[src/rtl/seven_segment_decoder.sv]
// Seven-segment readback: debounces the two HEX buses, decodes 0..99
// and hands each new stable value out over valid/ready.
module seven_segment_decoder #(
    parameter int STABLE_CYCLES = 4,
    parameter int COUNT_W       = 8
) (
    input  logic               clock,
    input  logic               resetn,
    input  logic [6:0]         hex1_in,
    input  logic [6:0]         hex0_in,
    input  logic               out_ready,
    output logic               out_valid,
    output logic [6:0]         value,
    output logic [3:0]         digit1,
    output logic [3:0]         digit0,
    output logic               blank1,
    output logic               blank0,
    output logic               out_invalid,
    output logic               overflow,
    output logic [COUNT_W-1:0] accept_count
);

    localparam logic [7:0] STABLE = 8'(STABLE_CYCLES);

    typedef enum logic {
        EMPTY,
        FULL
    } state_t;

    state_t       state_q, state_d;
    logic [13:0]  cand_q, cand_d;
    logic [7:0]   cnt_q, cnt_d;
    logic [13:0]  last_q;
    logic         have_last_q;
    logic [13:0]  pair;
    logic         reached;
    logic         accept;
    logic         load;
    logic         drop;

    logic [5:0]   dec1, dec0;
    logic         r_inv;
    logic [3:0]   r_d1, r_d0;
    logic [6:0]   r_val;

    // {is_symbol, is_blank, digit}
    function automatic logic [5:0] seg_decode(input logic [6:0] p);
        logic [5:0] r;
        unique case (p)
            7'b0000001: r = {2'b10, 4'd0};
            7'b1001111: r = {2'b10, 4'd1};
            7'b0010010: r = {2'b10, 4'd2};
            7'b0000110: r = {2'b10, 4'd3};
            7'b1001100: r = {2'b10, 4'd4};
            7'b0100100: r = {2'b10, 4'd5};
            7'b0100000: r = {2'b10, 4'd6};
            7'b0001111: r = {2'b10, 4'd7};
            7'b0000000: r = {2'b10, 4'd8};
            7'b0000100: r = {2'b10, 4'd9};
            7'b1111111: r = {2'b11, 4'd0};
            default:    r = 6'd0;
        endcase
        return r;
    endfunction

    assign pair = {hex1_in, hex0_in};

    always_comb begin
        cand_d = cand_q;
        cnt_d  = cnt_q;
        if (pair != cand_q) begin
            cand_d = pair;
            cnt_d  = 8'd1;
        end else if (cnt_q < STABLE) begin
            cnt_d = cnt_q + 8'd1;
        end
    end

    // Accept only on the edge the count arrives at the threshold
    assign reached = (cnt_d == STABLE) &&
                     ((cnt_q != STABLE) || (pair != cand_q));
    assign accept  = reached && (!have_last_q || (cand_d != last_q));

    assign dec1  = seg_decode(cand_d[13:7]);
    assign dec0  = seg_decode(cand_d[6:0]);
    assign r_inv = !dec1[5] || !dec0[5];
    assign r_d1  = r_inv ? 4'd0 : dec1[3:0];
    assign r_d0  = r_inv ? 4'd0 : dec0[3:0];
    assign r_val = ({3'b000, r_d1} * 7'd10) + {3'b000, r_d0};

    always_comb begin
        state_d = state_q;
        load    = 1'b0;
        drop    = 1'b0;
        unique case (state_q)
            EMPTY: begin
                if (accept) begin
                    load    = 1'b1;
                    state_d = FULL;
                end
            end
            FULL: begin
                if (out_ready) begin
                    if (accept) load = 1'b1;
                    else state_d = EMPTY;
                end else if (accept) begin
                    drop = 1'b1;
                end
            end
        endcase
    end

    assign out_valid = (state_q == FULL);

    always_ff @(posedge clock or negedge resetn) begin
        if (!resetn) begin
            state_q      <= EMPTY;
            cand_q       <= 14'h3FFF;
            cnt_q        <= 8'd0;
            last_q       <= 14'd0;
            have_last_q  <= 1'b0;
            value        <= 7'd0;
            digit1       <= 4'd0;
            digit0       <= 4'd0;
            blank1       <= 1'b0;
            blank0       <= 1'b0;
            out_invalid  <= 1'b0;
            overflow     <= 1'b0;
            accept_count <= '0;
        end else begin
            state_q <= state_d;
            cand_q  <= cand_d;
            cnt_q   <= cnt_d;
            if (accept) begin
                last_q      <= cand_d;
                have_last_q <= 1'b1;
                if (accept_count != '1)
                    accept_count <= accept_count + 1'b1;
            end
            if (load) begin
                value       <= r_val;
                digit1      <= r_d1;
                digit0      <= r_d0;
                blank1      <= dec1[4];
                blank0      <= dec0[4];
                out_invalid <= r_inv;
            end
            if (drop) overflow <= 1'b1;
        end
    end

endmodule

[config.mk]
export PLATFORM = sky130hd
export DESIGN_NAME = seven_segment_decoder
export DESIGN_NICKNAME = d
export VERILOG_FILES = /design/src/rtl/seven_segment_decoder.sv
export SDC_FILE = /design/constraint.sdc
export NUM_CORES = 1
export LEC_CHECK = 0
export ABC_AREA = 1
export BUFFER_PORTS_ARGS = -buffer_cell sky130_fd_sc_hd__buf_2
export CELL_PAD_IN_SITES_DETAIL_PLACEMENT = 1
export CELL_PAD_IN_SITES_GLOBAL_PLACEMENT = 2
export CORE_MARGIN = 5
export CORE_UTILIZATION = 35
export CTS_BUF_LIST = sky130_fd_sc_hd__clkbuf_4 sky130_fd_sc_hd__clkbuf_8
export DETAILED_ROUTE_END_ITERATION = 7
export PLACE_DENSITY_LB_ADDON = 0.3
export SLEW_MARGIN = 20
export SYNTH_ARGS = -nofsm -noshare
export SYNTH_HDL_FRONTEND = slang
export SYNTH_SLANG_ARGS = --single-unit
[constraint.sdc]
create_clock -name clock -period 2.8 [get_ports clock]
set_clock_uncertainty 0.15 [all_clocks]
set_input_delay 0.42 -clock clock [delete_from_list [all_inputs] [get_ports clock]]
set_output_delay 0.42 -clock clock [all_outputs]
set_load 0.005 [all_outputs]
==> flow_summary.toml <==
[drt]
via_count = 3896
drt-initial-drc-count = 123
ant_nets = 0
routed_wl_mm = 12.3
viasPerCell = 4.75
top_layer = "met4"
wl_met1_mm = 5.30
met3_length_microns = 281
routedWlPerCell_microns = 15.1
met2WireLength_mm = 6.54
first_pass_iters = 4
drc = 0

[clocking]
cts_htree_levels = 3
insertion_delay_ns = 0.36
path_clk_slew_ns = 0.07
clock_path_buffers = 2
clockRootBuffer = "clkbuf_8"
clock_sinks = 64
cts_buffers = 9
cts_tree = "built"

[yosys]
synthAdderAreaFrac_pct = 3.78
ys_seq_area_share_pct = 40.1
synth_compound_area_share_pct = 5.73
ys_warn_count = 0
syn_inst = 552
netlist-cell-type-count = 39
synth_area_sq_mm = 0.00404
synth_edf_count = 0
synth_top_flop_cell = "dfrtp_1"
synth_fp_nets = 580
ys_async_sr_fraction_pct = 100
synth-simple-area-share_pct = 35.8
synth_mux_area_share_pct = 0
synth_top_family_by_area = "simple AND/OR/NAND/NOR gates"
syn_area_per_cell_sq_um = 7.31
synth_xor_area_share_pct = 3.47
synth.ff_latch_count = 64

[floorplan]
start_util_pct = 35.5
rows = 39
dieHeight_microns = 117
die_w_microns = 117
die_area_sq_mm = 0.0138
ios = 45
core_sq_mm = 0.0114

[global_route]
grt_use_total_pct = 18.1
grt_pass1_wl_mm = 20.4
grt_max_degree = 30
grt_pass1_vias = 4228
overflow = 0
grt_antenna_before_repair = 0

[timing]
slew_headroom_pct = 57.8
hold_violations = 0
rsz0062_at_grt = "true"
period_share_pct = 114
setup_viol = 2
fmax_ghz = 0.313
setup_slack_ns = -0.397
tightest_slew_ns = 0.633
final_max_slew_viol_count = 0
fin_crit_ns = 3.20

[final_layout]
fin_area_sq_mm = 0.00550
nNetsFinal = 701
synthToLayoutAreaGrowth_pct = 36.1
drive_gt1_share_pct = 39.6
antennaDiodeCount = 0

[power]
ir_drop_v = 0.000222
totalPowerFinal_uw = 2040
power.leakage_uw = 0.00291
power.density_mw_per_mm2 = 372

[setup_path]
rr_worst_depth = 13
cp_max_fo = 5
cp-end-kind = "flip-flop"
crit_path_end = "value[6]$_DFFE_PN0P_"
critical_path_required_ns = 2.89
worstReg2RegStart = "cand_q[13]$_DFF_PN1_"
crit_start = "hex0_in[5]"
criticalPathCategory = "in2reg"
worstSetupStartpointType = "primary input"
arrival_ns = 3.29
r2r_slack_ns = 0.40
rr_endpoint = "accept_count[5]$_DFFE_PN0P_"

[place]
io_buffers = 44
placed_cell_area_sq_mm = 0.00499
gp_congestion = 0.898
dpl.hpwl_mm = 9.60

[hold_path]
whs_path_depth = 2
min-delay-start = "hex0_in[5]"
hold_path_class = "in2reg"

[status]
violations = "negative setup slack"
outcome = "finished, violations left"

[job]
maxCapViolCount = 0
per-stage QoR:
step / setup TNS (ns) / utilization [%] / hold slack (ns) / instances / setup WS (ns)
floorplan: -0.369 / - / -0.0256 / 552 / -0.340
global placement: -1.49 / 43.9 / 0.307 / 796 / -0.536
detailed placement: -1.97 / 43.9 / 0.312 / 796 / -0.669
CTS: -0.189 / 46.4 / 0.146 / 813 / -0.189
global route: -0.896 / 48.3 / 0.140 / 820 / -0.540
finish: -0.599 / 48.3 / 0.146 / 820 / -0.397
how the worst min path moves through the flow:
stage                                        endpoint  slack (ns)
after floorplan           accept_count[0]$_DFFE_PN0P_       -0.03
final                             cand_q[5]$_DFF_PN1_        0.15
after CTS                         cand_q[1]$_DFF_PN1_        0.15
after global routing              cand_q[5]$_DFF_PN1_        0.14
after global placement           overflow$_DFFE_PN0P_        0.31
after detailed placement         overflow$_DFFE_PN0P_        0.31
synth_stat cells (all sizes together) (2+ instances only):
cell / instances / area share, %
o21ai: 31 / 4.7
nand3b: 2 / 0.37
nor3: 18 / 2.5
nand3: 25 / 3.7
ha: 9 / 2.8
dfrtp: 50 / 31
nand4: 16 / 2.6
dfstp: 14 / 9.1
nor3b: 3 / 0.56
or2: 4 / 0.62
xor2: 9 / 2.0
nor2: 58 / 6.6
xnor2: 7 / 1.5
inv: 78 / 7.3
fa: 2 / 0.99
buf: 12 / 2.5
clkbuf: 14 / 1.3
nand2: 189 / 18
a21oi: 4 / 0.50
sequential cells by signal, indices dropped and copies added, names as in the netlist:
| signal | cells |
|---|---|
| cnt_q | 8 |
| accept_count | 8 |
| value | 7 |
| have_last_q | 1 |
| digit0 | 3 |
| digit1 | 4 |
| out_valid | 1 |
| overflow | 1 |
| cand_q | 14 |
| blank1 | 1 |
| out_invalid | 1 |
| last_q | 14 |
| blank0 | 1 |
repair_timing:
item | 4_1_cts | 5_1_grt
pin swaps | 7 | 21
hold buffers | 1 | 0
resized for setup | 15 | 50
setup endpoints to repair | 2 | 4
endpoints found under the hold margin | 16 | 0
setup buffers | 1 | 7
layer usage:
layer,up-vias,global-route usage [%]
li1,1944,-
met2,46,31.8
met5,-,0
met3,18,3.27
met1,1888,21.5
met4,0,8.12
area by class of cell:
class                      count  area (sq um)
multi-input combinational    383          2210
clock inverter                 3          40.0
timing repair buffer         136           977
tap                          143           179
fill                        1443          5870
inverter                      79           307
sequential                    64          1620
clock buffer                  12           165
where the power goes:
group | total, uW | leakage [uW] | switching (uW) | internal, uW
combinational | 245 | 0.00200 | 145 | 100
sequential | 949 | 0.000804 | 6.17 | 943
clock | 850 | 0.000108 | 373 | 476
layout by cell type, fill, tap and decap left out, types with 10 or more instances in the layout:
| cell type | synthesis | routed |
|---|---|---|
| dfstp_2 | 14 | 14 |
| nand2_1 | 177 | 165 |
| clkbuf_8 | 0 | 12 |
| o21ai_2 | 9 | 10 |
| inv_2 | 16 | 16 |
| buf_4 | 6 | 88 |
| o21ai_1 | 15 | 15 |
| nand4_1 | 15 | 15 |
| inv_1 | 62 | 58 |
| nor2_2 | 4 | 11 |
| nand2_2 | 11 | 20 |
| buf_2 | 2 | 36 |
| dfrtp_1 | 50 | 50 |
| nand3_1 | 22 | 19 |
| nor2_1 | 49 | 40 |
cells by family (layout without fill, tap and decap cells):
group,count (synthesis),in the layout
AOI/OAI and AO/OA,38,38
xor gates and xnor gates,16,16
adders and majority gates,11,11
buffers and inverters,105,230
DFF,64,64
and+or+nand+nor,318,318
critical path, cell delays in order:
cell     delay [ns]
buf_12         0.11
nor3_4         0.30
nand4_1        0.19
nand2_1        0.13
nor2_1         0.06
nand3_2        0.10
nand2_4        0.07
or2_4          0.25
inv_4          0.07
ha_4           0.19
ha_4           0.15
inv_2          0.05
fa_2           0.45
o21ai_0        0.37
nand4_1        0.21
nand3_2        0.12
nand2_1        0.05
(Power assumes the default switching activity.)
